### config.mk
export PLATFORM = sky130hd
export DESIGN_NAME = mem_port_scheduler
export DESIGN_NICKNAME = d
export VERILOG_FILES = /design/src/rtl/mem_port_scheduler.sv
export SDC_FILE = /design/constraint.sdc
export NUM_CORES = 1
export LEC_CHECK = 0
export BUFFER_PORTS_ARGS = -buffer_cell sky130_fd_sc_hd__buf_4
export CORE_AREA = 2 2 700 702
export CTS_BUF_LIST = sky130_fd_sc_hd__clkbuf_8
export CTS_CLUSTER_SIZE = 40
export DETAILED_ROUTE_END_ITERATION = 8
export DIE_AREA = 0 0 702 704
export GPL_TIMING_DRIVEN = 0
export PLACE_DENSITY = 0.3
export SLEW_MARGIN = 20
export SYNTH_ARGS = -nofsm -noshare
export SYNTH_HDL_FRONTEND = slang
export SYNTH_SLANG_ARGS = --single-unit
### constraint.sdc
create_clock -name clk -period 2.2 [get_ports clk]
set_input_delay 0.33 -clock clk [delete_from_list [all_inputs] [get_ports clk]]
set_output_delay 0.33 -clock clk [all_outputs]
set_load 0.02 [all_outputs]
### src/rtl/mem_port_scheduler.sv
// mem_port_scheduler: shares one L2 port between dcache, icache and next-line prefetcher.
// Optional performance counters are built when SCHED_PERF_CNT_EN is defined.
module mem_port_scheduler #(
  parameter int unsigned STARVE_LIMIT = 4,
  parameter int unsigned CNT_W        = 32
) (
  input  logic               clk,
  input  logic               rst,
  // dcache
  input  logic               d_read,
  input  logic               d_write,
  input  logic [31:0]        d_addr,
  input  logic [255:0]       d_wdata,
  output logic               d_resp,
  output logic [255:0]       d_rdata,
  // icache
  input  logic               i_read,
  input  logic [31:0]        i_addr,
  output logic               i_resp,
  output logic [255:0]       i_rdata,
  // prefetcher
  input  logic               pf_read,
  input  logic [31:0]        pf_addr,
  output logic               pf_resp,
  output logic [255:0]       pf_rdata,
  // L2 port
  output logic               pmem_read,
  output logic               pmem_write,
  output logic [31:0]        pmem_addr,
  output logic [255:0]       pmem_wdata,
  input  logic [255:0]       pmem_rdata,
  input  logic               pmem_resp,
  // performance counters
  output logic [CNT_W-1:0]   perf_d_grants,
  output logic [CNT_W-1:0]   perf_i_grants,
  output logic [CNT_W-1:0]   perf_pf_grants,
  output logic [CNT_W-1:0]   perf_stall_cycles
);

  localparam int unsigned ADDR_W   = 32;
  localparam int unsigned LINE_W   = 256;
  localparam int unsigned STARVE_W = (STARVE_LIMIT > 1) ? $clog2(STARVE_LIMIT + 1) : 1;
  localparam bit          AGING_EN = (STARVE_LIMIT != 0);

  typedef enum logic [1:0] {ST_IDLE, ST_BUSY, ST_RECOVER} state_t;
  typedef enum logic [1:0] {OWN_NONE, OWN_D, OWN_I, OWN_PF} owner_t;

  typedef struct packed {
    logic              wr;
    logic [ADDR_W-1:0] addr;
    logic [LINE_W-1:0] wdata;
  } req_t;

  state_t              state_q, state_d;
  owner_t              owner_q, owner_d;
  owner_t              grant_own;
  req_t                req_q, req_d;
  logic                pmem_read_q, pmem_read_d;
  logic                pmem_write_q, pmem_write_d;
  logic [STARVE_W-1:0] starve_q, starve_d;
  logic                grant_fire;
  logic                starve_hit;
  logic                busy_resp;

  // Fixed-priority pick with icache aging on top
  always_comb begin
    grant_own  = OWN_NONE;
    starve_hit = AGING_EN && (starve_q == STARVE_W'(STARVE_LIMIT));
    if (i_read && starve_hit) begin
      grant_own = OWN_I;
    end else if (d_read || d_write) begin
      grant_own = OWN_D;
    end else if (i_read) begin
      grant_own = OWN_I;
    end else if (pf_read) begin
      grant_own = OWN_PF;
    end
  end

  assign grant_fire = (state_q == ST_IDLE) && (grant_own != OWN_NONE);

  // Next-state and latched-request logic
  always_comb begin
    state_d      = state_q;
    owner_d      = owner_q;
    req_d        = req_q;
    pmem_read_d  = pmem_read_q;
    pmem_write_d = pmem_write_q;
    case (state_q)
      ST_IDLE: begin
        if (grant_fire) begin
          state_d = ST_BUSY;
          owner_d = grant_own;
          case (grant_own)
            OWN_D: begin
              req_d.wr    = d_write;
              req_d.addr  = d_addr;
              req_d.wdata = d_wdata;
            end
            OWN_I: begin
              req_d.wr    = 1'b0;
              req_d.addr  = i_addr;
              req_d.wdata = '0;
            end
            default: begin
              req_d.wr    = 1'b0;
              req_d.addr  = pf_addr;
              req_d.wdata = '0;
            end
          endcase
          pmem_read_d  = ~req_d.wr;
          pmem_write_d = req_d.wr;
        end
      end
      ST_BUSY: begin
        if (pmem_resp) begin
          state_d      = ST_RECOVER;
          pmem_read_d  = 1'b0;
          pmem_write_d = 1'b0;
        end
      end
      ST_RECOVER: begin
        state_d = ST_IDLE;
        owner_d = OWN_NONE;
      end
      default: begin
        state_d      = ST_IDLE;
        owner_d      = OWN_NONE;
        pmem_read_d  = 1'b0;
        pmem_write_d = 1'b0;
      end
    endcase
  end

  // Icache loss counter: saturates at the limit, cleared by any icache win
  always_comb begin
    starve_d = starve_q;
    if (grant_fire) begin
      if (grant_own == OWN_I) begin
        starve_d = '0;
      end else if (grant_own == OWN_D && i_read && !starve_hit && AGING_EN) begin
        starve_d = starve_q + STARVE_W'(1);
      end
    end
  end

  always_ff @(posedge clk or negedge rst) begin
    if (!rst) begin
      state_q      <= ST_IDLE;
      owner_q      <= OWN_NONE;
      req_q        <= '0;
      pmem_read_q  <= 1'b0;
      pmem_write_q <= 1'b0;
      starve_q     <= '0;
    end else begin
      state_q      <= state_d;
      owner_q      <= owner_d;
      req_q        <= req_d;
      pmem_read_q  <= pmem_read_d;
      pmem_write_q <= pmem_write_d;
      starve_q     <= starve_d;
    end
  end

  assign pmem_read  = pmem_read_q;
  assign pmem_write = pmem_write_q;
  assign pmem_addr  = req_q.addr;
  assign pmem_wdata = req_q.wdata;

  // Completion is steered to the owner in the same cycle as pmem_resp
  assign busy_resp = (state_q == ST_BUSY) && pmem_resp;
  assign d_resp    = busy_resp && (owner_q == OWN_D);
  assign i_resp    = busy_resp && (owner_q == OWN_I);
  assign pf_resp   = busy_resp && (owner_q == OWN_PF);
  assign d_rdata   = pmem_rdata;
  assign i_rdata   = pmem_rdata;
  assign pf_rdata  = pmem_rdata;

`ifdef SCHED_PERF_CNT_EN
  logic [CNT_W-1:0] perf_d_q, perf_i_q, perf_pf_q, perf_stall_q;
  logic             d_pend;
  logic             stall_c;

  // A cycle stalls when some pending requester is not the one being granted
  always_comb begin
    d_pend  = d_read || d_write;
    stall_c = 1'b0;
    if (state_q != ST_IDLE) begin
      stall_c = d_pend || i_read || pf_read;
    end else begin
      stall_c = (d_pend  && (grant_own != OWN_D)) ||
                (i_read  && (grant_own != OWN_I)) ||
                (pf_read && (grant_own != OWN_PF));
    end
  end

  always_ff @(posedge clk or negedge rst) begin
    if (!rst) begin
      perf_d_q     <= '0;
      perf_i_q     <= '0;
      perf_pf_q    <= '0;
      perf_stall_q <= '0;
    end else begin
      if (grant_fire && grant_own == OWN_D)  perf_d_q  <= perf_d_q + CNT_W'(1);
      if (grant_fire && grant_own == OWN_I)  perf_i_q  <= perf_i_q + CNT_W'(1);
      if (grant_fire && grant_own == OWN_PF) perf_pf_q <= perf_pf_q + CNT_W'(1);
      if (stall_c) perf_stall_q <= perf_stall_q + CNT_W'(1);
    end
  end

  assign perf_d_grants     = perf_d_q;
  assign perf_i_grants     = perf_i_q;
  assign perf_pf_grants    = perf_pf_q;
  assign perf_stall_cycles = perf_stall_q;
`else
  assign perf_d_grants     = '0;
  assign perf_i_grants     = '0;
  assign perf_pf_grants    = '0;
  assign perf_stall_cycles = '0;
`endif

endmodule

==> results_dict.tcl, run 1 <==
set metrics [dict create \
    grt_pass1_vias 23800 \
    p_per_area_nw_per_um2 1020 \
    share_comb_of_total_power_pct 63.7 \
    cts_tree "yes" \
    grt_first_pass_wirelength_microns 348000 \
    clockRootBuffer "clkbuf_8" \
    cts_buffers 77 \
    regToRegSetupSlack_ps -320 \
    ys.flop_type "dfrtp_1" \
    post_dp_cell_area_sq_um 39000 \
    fill_cells 56900 \
    ir_worst_vdd_v 0.000456 \
    antenna_left 0 \
    p_int_w 0.0255 \
    p_sw_w 0.0254 \
    via_per_inst 2.16 \
    final_max_slew_viol_count 0 \
    drt-pass1-iter-count 6 \
    insertion_delay_ps 900 \
    pre_cts_slack_ps -1810 \
    grt_overflow 0 \
    final_layout_size_suffix_gt1_share_pct 71.5 \
    outcome "complete, but fails checks" \
    hold_violations 0 \
    synth_seq_cells 297 \
    drtIter0Drc 1195 \
    setup_viol 294 \
    cp.depth 13 \
    drc 0 \
    critical_path_class "register to register" \
    fin_crit_sh_pct 114 \
    timing.hold.ws_ps 253 \
    synthArstFlopShare_pct 100 \
    hold_end "pmem_wdata[3]$_DFFE_PN0P_" \
    worstReg2RegEnd "pmem_wdata[83]$_DFFE_PN0P_" \
    fin_area_sq_um 50100 \
    required_ps 2900 \
    via_count 23700 \
    fin_nets 5001 \
    worst_pin_slew_ps 630 \
    grt_setup_unrepaired "true" \
    power_frac_seq_pct 20.8 \
    finalCriticalPeriod_ps 2520 \
    grt_max_degree 77 \
    syn_to_final_growth_pct 163 \
    start_util_pct 3.91 \
    core_sq_um 487000 \
    place_congestion 0.944 \
    cp_common_cell "buf_12" \
    antenna_found_initial 149 \
    arrival_ps 3210 \
    worst_slack_ps -315 \
    min_delay_path_depth 4 \
    p_clk_share_pct 15.5 \
    htreeDepth 3 \
    hold_class "input port to register" \
    r2r_start "starve_q[0]$_DFFE_PN0P_" \
    multi_input_area_sq_um 7330 \
    maxCapViolCount 0 \
    ys.warnings.count 0 \
    finClkSkew_ps 60.3 \
    die_area_sq_um 494000 \
    avgSynthCellArea_sq_um 8.47 \
    endpoint_kind "register" \
    power.leakage_nw 23.4 \
    syn_inst 2251 \
    crit_buf_inv 5 \
    track_usage_pct 11.5 \
    clkTransAtPathRegs_ps 60 \
    row_count 257 \
    worstSetupStartpointType "register" \
    critPathMaxFanout 8 \
    swShare_pct 50.0 \
    cp_cell_sequence "inv_2 > ha_4 > o2bb2ai_4 > nand2_2 > and2_4 > ha_4 > or3_4 > buf_12 > buf_16 > buf_12 > buf_12 > nand2_4 > nand2_1" \
    post_drt_wl_per_cell_microns 27.1 \
    netlist_area_sq_um 19100 \
    cpMaxStageDelayCell "dfrtp_1" \
    port_buffers 1419 \
    rr_worst_depth 13 \
    ys_seq_area_share_pct 39.0 \
    clockBufferDepth 4 \
    min-delay-start "d_wdata[3]" \
    hpwl_microns 265000 \
    synth_edf_count 0 \
    relSlewSlack_pct 57.9 \
    wl_microns 298000 \
    clock-sinks 297 \
    ios 1804 \
    die-height_microns 704 \
    violations "setup timing" \
    tns_ps -51030 \
    cp_slowest_stage_delay_ps 390 \
    seq_area_sq_um 7430 \
    die_w_microns 702 \
    critical_path.top_delay_family "buffers and inverters" \
    max_freq_mhz 398 \
    synth_cell_types 37 \
]
-- worst reg2reg max path: stages (launching register included) --
cell       delay (ps)
dfrtp_1           390
inv_2              90
ha_4              150
o2bb2ai_4         130
nand2_2            90
and2_4            160
ha_4              180
or3_4             360
buf_12            170
buf_16            240
buf_12            170
buf_12            140
nand2_4            50
nand2_1            40
-- metrics by stage --
stage | std cells | util [%] | total power (W)
2_1_floorplan | 2378 | - | 0.0193
3_3_place_gp | 10300 | 7.86 | 0.0346
3_5_place_dp | 10300 | 7.99 | 0.0351
4_1_cts | 10900 | 9.84 | 0.0499
5_1_grt | 10900 | 10.2 | 0.0539
6_report | 11000 | 10.3 | 0.0509
-- synth_stat cells (all sizes together), types with 2 or more instances --
cell type	instances	area, sq um
a211oi	2	15.0
and3b	2	17.5
ha	5	62.6
a221oi	32	280
clkbuf	46	173
nor3	2	15.0
inv	5	18.8
o21ai	64	320
nor2	7	26.3
nand3	256	1280
nand2	551	2070
nor2b	3	18.8
dfrtp	297	7430
o2bb2ai	3	26.3
buf	959	7190
-- worst max-delay path by stage --
stage	startpoint	slack [ps]	end
floorplan	starve_q[0]$_DFFE_PN0P_	5	pmem_wdata[226]$_DFFE_PN0P_
global placement	starve_q[0]$_DFFE_PN0P_	-4790	pmem_addr[28]$_DFFE_PN0P_
detailed placement	starve_q[0]$_DFFE_PN0P_	-1810	pmem_addr[19]$_DFFE_PN0P_
CTS	state_q[1]$_DFFE_PN0P_	-330	pf_resp
global route	starve_q[1]$_DFFE_PN0P_	-410	pmem_addr[28]$_DFFE_PN0P_
finish	starve_q[0]$_DFFE_PN0P_	-320	pmem_wdata[83]$_DFFE_PN0P_
-- power by group through the flow --
stage	logic, W	registers [W]	clock network [W]
after global placement	0.0249	0.00977	0
after CTS	0.0313	0.0101	0.00856
after global routing	0.0344	0.0109	0.00863
final	0.0324	0.0106	0.00791
after detailed placement	0.0253	0.00986	0
after floorplan	0.00656	0.0127	0
-- layout by cell type, fill, tap and decap left out, types with 4 or more instances in the layout --
cell type,n
conb_1,128
diode_2,86
clkbuf_16,41
clkinv_2,12
buf_12,57
buf_6,32
clkbuf_8,95
dfrtp_1,297
nand3_1,194
clkinvlp_4,5
o21ai_0,9
nand2_1,197
inv_1,17
buf_4,2350
nand2_4,109
buf_16,37
nand3_2,41
nor2_1,5
clkbuf_2,8
dlygate4sd3_1,361
buf_2,4
o21ai_1,32
buf_8,30
a221oi_2,5
o21ai_2,23
nand3_4,21
nand2_2,245
a221oi_4,27
bufinv_16,5
-- registers in the layout (all words and copies together), names as in the netlist --
signal      count
pmem_wdata    256
pmem_addr      32
starve_q        3
owner_q         2
state_q         2
pmem_read       1
pmem_write      1
-- layout make-up --
cell class              count  share of cell area [%]
clock inverters            39                   0.650
inverters                   5                  0.0450
repair buffers           1931                    34.1
diodes                     86                   0.430
clock buffers              89                    2.45
plain buffers             998                    16.6
well taps                6475                    16.2
multi-input cells        1071                    14.6
flip-flops and latches    297                    14.8
-- metal layers --
| metal | track usage, % | share of wire, % |
|---|---|---|
| met1 | 14.3 | 42 |
| met2 | 18.1 | 44 |
| met3 | 4.83 | 10 |
| met4 | 2.81 | 3.0 |
| met5 | 0 | 0.18 |
-- kinds of logic after synthesis --
| kind of cell | Yosys count | synth area share (%) |
|---|---|---|
| other | 1 | 0.0197 |
| AOI/OAI and AO/OA | 112 | 3.84 |
| and+or+nand+nor | 826 | 18.1 |
| DFF | 297 | 39.0 |
| buffers and inverters | 1010 | 38.7 |
| adders and majority gates | 5 | 0.328 |
-- what timing repair did --
item	in CTS	in global routing
gates resized for setup	580	446
pin swaps	189	132
setup buffers	61	26
cloned	35	17
hold buffers	362	0
hold endpoints to repair	476	0
setup endpoints to repair	296	297
No activity file was read; power rests on OpenSTA's default activity.
==> inputs of run 2 (changes only) <==
--- a/config.mk
+++ b/config.mk
@@ -12,7 +12,6 @@
 export DETAILED_ROUTE_END_ITERATION = 8
 export DIE_AREA = 0 0 702 704
 export GPL_TIMING_DRIVEN = 0
-export PLACE_DENSITY = 0.3
 export SLEW_MARGIN = 20
 export SYNTH_ARGS = -nofsm -noshare
 export SYNTH_HDL_FRONTEND = slang
==> run 2 against run 1 <==
Net effect: the run still ends with setup timing left; sequential power hardly changed; worst setup slack got worse by 70 ps; sequential share of layout area increased by 0.18 points; via count rose by 5.2%; wire length is 15% higher; design area fell by 1.2%; clock skew is 13 ps lower; maximum frequency fell by 2.7%; critical path type unchanged; critical endpoint is now pmem_wdata[251]$_DFFE_PN0P_.
==> results_dict.tcl, run 2 (synthesis results as in run 1) <==
set metrics [dict create \
    outcome "complete, but fails checks" \
    violations "setup timing" \
    grt_pass1_vias 22800 \
    final_cell_mix "2357 x buf_4, 360 x dlygate4sd3_1, 297 x dfrtp_1" \
    hold_class "input port to register" \
    largest_reg_flops 256 \
    p_int_w 0.0241 \
    syn_to_final_growth_pct 160 \
    drc 0 \
    place_congestion 1.00 \
    finClkSkew_ps 47.4 \
    wl_microns 343000 \
    grt_first_pass_wirelength_microns 388000 \
    track_usage_pct 13.2 \
    drtIter0Drc 1706 \
    timing.hold.ws_ps 269 \
    relSlewSlack_pct 44.9 \
    power.leakage_nw 23.0 \
    clockBufferDepth 3 \
    setup_viol 294 \
    swShare_pct 50.1 \
    die_area_sq_um 494000 \
    p_sw_w 0.0242 \
    via_per_inst 2.27 \
    antenna_found_initial 218 \
    fill_cells 56500 \
    worstReg2RegEnd "pmem_wdata[251]$_DFFE_PN0P_" \
    grt_overflow 0 \
    ir_worst_vdd_v 0.000570 \
    r2r_start "starve_q[1]$_DFFE_PN0P_" \
    fin_area_sq_um 49500 \
    grt_setup_unrepaired "true" \
    ios 1804 \
    insertion_delay_ps 910 \
    final_common_cell "buf_4" \
    start_util_pct 3.91 \
    worstSetupStartpointType "register" \
    share_comb_of_total_power_pct 64.1 \
    hold_violations 0 \
    regToRegSetupSlack_ps -380 \
    port_buffers 1419 \
    drt-pass1-iter-count 5 \
    p_clk_share_pct 14.1 \
    cp-startpoint "starve_q[1]$_DFFE_PN0P_" \
    die-height_microns 704 \
    post_drt_wl_per_cell_microns 31.1 \
    die_w_microns 702 \
    seq_area_sq_um 7430 \
    cts_buffers 60 \
    max_freq_mhz 387 \
    maxCapViolCount 0 \
    final_layout_size_suffix_gt1_share_pct 70.7 \
    htreeDepth 2 \
    clock-sinks 297 \
    endpoint_kind "register" \
    rr_worst_depth 14 \
    post_dp_cell_area_sq_um 39600 \
    critPathMaxFanout 6 \
    antenna_left 0 \
    via_count 25000 \
    grt_max_degree 91 \
    arrival_ps 3390 \
    power_frac_seq_pct 21.8 \
    fin_nets 4988 \
    cts_tree "yes" \
    finalCriticalPeriod_ps 2580 \
    clockRootBuffer "clkbuf_8" \
    tns_ps -80490 \
    hpwl_microns 311000 \
    multi_input_area_sq_um 7120 \
    critical_path_class "register to register" \
    cp-endpoint "pmem_wdata[251]$_DFFE_PN0P_" \
    p_per_area_nw_per_um2 976 \
    row_count 257 \
    fin_crit_sh_pct 117 \
    instances_no_fill 11000 \
    final_max_slew_viol_count 0 \
    worst_pin_slew_ps 823 \
    dp.cells 10300 \
    worst_slack_ps -385 \
    required_ps 3000 \
    core_sq_um 487000 \
    clkTransAtPathRegs_ps 70 \
]
==> run 2: cell count changes in the layout (fill, tap and decap cells not counted), moves of 19 or more <==
cell      delta
diode_2     +55
nand3_1     +29
nand3_2     -26
clkbuf_8    -21
buf_12      -19
nand2_4     -19
==> run 2: stage by stage <==
stage | util, % | worst slack, ps | total power [W]
after floorplan | - | 4.65 | 0.0193
after global placement | 7.86 | -3810 | 0.0335
after detailed placement | 8.13 | -2180 | 0.0347
after CTS | 9.65 | -328 | 0.0459
after global routing | 10.1 | -445 | 0.0505
final | 10.2 | -385 | 0.0483
==> run 2: area by class of cell <==
class	instances	share of cell area, %
Antenna cell	141	0.713
Buffer	1003	16.6
Clock inverter	30	0.637
Tap cell	6475	16.4
Timing Repair Buffer	1930	34.3
Inverter	5	0.0455
Multi-Input combinational cell	1071	14.4
Clock buffer	70	1.95
Sequential cell	297	15.0
==> run 2: repair_timing <==
action,4_1_cts,5_1_grt
gates cloned,21,22
pin swaps,64,254
gates resized for setup,334,514
endpoints found under the hold margin,524,1
buffers inserted,59,13
setup endpoints to repair,296,298
hold buffers,359,1
==> run 2: power by group through the flow <==
| stage | combinational [W] | sequential, W | clock [W] |
|---|---|---|---|
| floorplan | 0.00656 | 0.0127 | 0 |
| global placement | 0.0238 | 0.00976 | 0 |
| detailed placement | 0.0249 | 0.00984 | 0 |
| CTS | 0.0289 | 0.00979 | 0.00723 |
| global route | 0.0324 | 0.0108 | 0.00731 |
| finish | 0.0309 | 0.0105 | 0.00681 |
==> run 2: worst min-delay path by stage <==
stage                           startpoint                     endpoint  slack [ps]  cells past startpoint
2_1_floorplan                          rst       owner_q[0]$_DFFE_PN0P_          30                      0
3_3_place_gp   pmem_wdata[151]$_DFFE_PN0P_  pmem_wdata[151]$_DFFE_PN0P_         450                      2
3_5_place_dp                           rst  pmem_wdata[127]$_DFFE_PN0P_         390                      1
4_1_cts                         i_addr[17]    pmem_addr[17]$_DFFE_PN0P_        -140                      4
5_1_grt                        d_wdata[23]   pmem_wdata[23]$_DFFE_PN0P_         150                      4
6_report                       d_wdata[16]   pmem_wdata[16]$_DFFE_PN0P_         270                      4
==> run 2: layer usage <==
layer  GRT usage (%)  part of all wire, %
met1            16.8                   43
met4            4.75                  4.2
met3            6.57                   12
met2            18.8                   40
met5               0                 0.23
==> run 2: critical path, cell delays in order (launching register included) <==
cell and delay, ps:
dfrtp_1 400, inv_2 90, ha_4 160, o2bb2ai_4 130, nand2_2 80, and2_4 160
ha_4 180, or3_4 350, buf_16 180, buf_12 150, buf_12 140, clkbuf_16 180
buf_16 170, nand2_4 80, nand2_2 40
==> inputs of run 3 (changes only) <==
--- a/config.mk
+++ b/config.mk
@@ -5,7 +5,7 @@
 export SDC_FILE = /design/constraint.sdc
 export NUM_CORES = 1
 export LEC_CHECK = 0
-export BUFFER_PORTS_ARGS = -buffer_cell sky130_fd_sc_hd__buf_4
+export BUFFER_PORTS_ARGS = -buffer_cell sky130_fd_sc_hd__buf_2
 export CORE_AREA = 2 2 700 702
 export CTS_BUF_LIST = sky130_fd_sc_hd__clkbuf_8
 export CTS_CLUSTER_SIZE = 40
==> run 3 against run 2 <==
Net effect: the flow still finishes with violations (setup timing); clock power rose by 10%; non-clock buffer count decreased by 24; design area down 9.4%; clock skew down 0.82 ps; critical path type is now input port to register.
==> results_dict.tcl, run 3 (synthesis results as in run 1) <==
set metrics [dict create \
    outcome "complete, but fails checks" \
    violations "setup timing" \
    core_sq_um 487000 \
    antenna_found_initial 216 \
    cpMaxStageDelayCell "dlygate4sd3_1" \
    power.leakage_nw 21.5 \
    hold_class "input port to register" \
    required_ps 3020 \
    die_w_microns 702 \
    cts_tree "yes" \
    syn_to_final_growth_pct 135 \
    final_layout_size_suffix_gt1_share_pct 64.9 \
    largest_reg_flops 256 \
    die_area_sq_um 494000 \
    grt_setup_unrepaired "true" \
    drtIter0Drc 1843 \
    maxCapViolCount 0 \
    max_freq_mhz 384 \
    clockBufferDepth 3 \
    track_usage_pct 13.2 \
    cp_slowest_stage_delay_ps 860 \
    wl_microns 344000 \
    worstSetupStartpointType "input port" \
    post_drt_wl_per_cell_microns 31.2 \
    port_buffers 1419 \
    via_per_inst 2.25 \
    fin_area_sq_um 44800 \
    final_max_slew_viol_count 0 \
    via_count 24900 \
    hpwl_microns 311000 \
    grt_pass1_vias 22900 \
    finClkSkew_ps 46.6 \
    clkTransAtPathRegs_ps 60 \
    insertion_delay_ps 900 \
    cp_common_cell "clkbuf_16" \
    antenna_left 0 \
    ios 1804 \
    htreeDepth 2 \
    hold_violations 0 \
    arrival_ps 3430 \
    clockRootBuffer "clkbuf_8" \
    setup_viol 296 \
    worst_slack_ps -406 \
    relSlewSlack_pct 52.4 \
    tns_ps -63310 \
    critical_path_class "input port to register" \
    critPathMaxFanout 11 \
    fin_nets 4965 \
    fin_crit_sh_pct 118 \
    drc 0 \
    ir_worst_vdd_v 0.000647 \
    endpoint_kind "register" \
    row_count 257 \
    place_congestion 1.01 \
    grt_first_pass_wirelength_microns 389000 \
    worst_pin_slew_ps 718 \
    final_cell_mix "1424 x buf_2, 929 x buf_4, 451 x nand2_1" \
    die-height_microns 704 \
    post_dp_cell_area_sq_um 36100 \
    grt_max_degree 84 \
    clock-sinks 297 \
    cp_cell_sequence "dlygate4sd3_1 > buf_2 > o2bb2ai_4 > a21o_1 > inv_1 > ha_2 > clkbuf_16 > clkbuf_16 > buf_16 > clkbuf_8 > nand3_2 > nand2_1" \
    finalCriticalPeriod_ps 2610 \
    drt-pass1-iter-count 7 \
    start_util_pct 3.91 \
    grt_overflow 0 \
    final_common_cell "buf_2" \
    pre_cts_slack_ps -2070 \
    cts_buffers 61 \
    p_per_area_nw_per_um2 994 \
]
## run 3: changes by cell type in the layout (fill, tap and decap cells not counted), moves of 33 or more
cell     before   now
buf_4      2357   929
buf_2         6  1424
nand2_1     212   451
nand2_2     249    75
nand2_4      90    25
diode_2     141   174
## run 3: timing repair
action / in CTS / in global routing
setup buffers: 53 / 9
endpoints found under the hold margin: 489 / 0
pin swaps: 32 / 72
endpoints found under the setup margin: 298 / 298
gates resized for setup: 303 / 196
hold buffers: 361 / 0
cloned: 30 / 8
## run 3: where the power goes
group	internal (W)	switching (W)	total, W
Sequential	0.00810	0.00180	0.00990
Combinational	0.00949	0.0177	0.0272
Clock	0.00420	0.00332	0.00752
## run 3: worst max-delay path: cells and delay by family
family	cells	cell delay (ps)
buf+inv	7	2030
simple gates	2	420
compound gates	2	310
fa+ha+maj	1	180
## run 3: per-stage QoR
stage          hold slack [ps]  instances  power [W]  util (%)
6_report                   256      11000     0.0446      9.20
3_3_place_gp               448      10300     0.0313      7.13
4_1_cts                   30.1      10900     0.0445      8.98
3_5_place_dp               256      10300     0.0324      7.41
2_1_floorplan             34.4       2378     0.0193         -
5_1_grt                    180      10900     0.0470      9.14
## run 3: path summary, 6_finish.rpt
path,startpoint,end,slack (ps),cells after the start
worst min register to register,pmem_wdata[253]$_DFFE_PN0P_,pmem_wdata[253]$_DFFE_PN0P_,460,2
worst max-delay path,d_write,pmem_wdata[9]$_DFFE_PN0P_,-410,12
worst min-delay path,d_wdata[50],pmem_wdata[50]$_DFFE_PN0P_,260,4
max in group asynchronous,rst,pmem_wdata[4]$_DFFE_PN0P_,300,6
worst max register to register,starve_q[0]$_DFFE_PN0P_,pmem_wdata[9]$_DFFE_PN0P_,-400,12
min in group asynchronous,rst,pmem_wdata[127]$_DFFE_PN0P_,630,4
## run 3: layer usage
layer | share of wire, % | up-vias | wire length [microns] | track usage (%)
met5 | 0.27 | - | 919 | 0.0485
li1 | - | 10600 | - | -
met1 | 41 | 11900 | 142000 | 16.5
met2 | 40 | 1730 | 139000 | 18.9
met3 | 14 | 443 | 47700 | 7.26
met4 | 4.1 | 132 | 14200 | 4.94
## run 3: layout make-up
class / instances / area [sq um]
plain buffers: 1000 / 8170
repair buffers: 1909 / 13200
diodes: 174 / 435
clock inverters: 37 / 475
multi-input cells: 1071 / 6050
inverters: 5 / 22.5
clock buffers: 72 / 991
fillers: 57000 / 443000
well taps: 6475 / 8100
flip-flops and latches: 297 / 7430
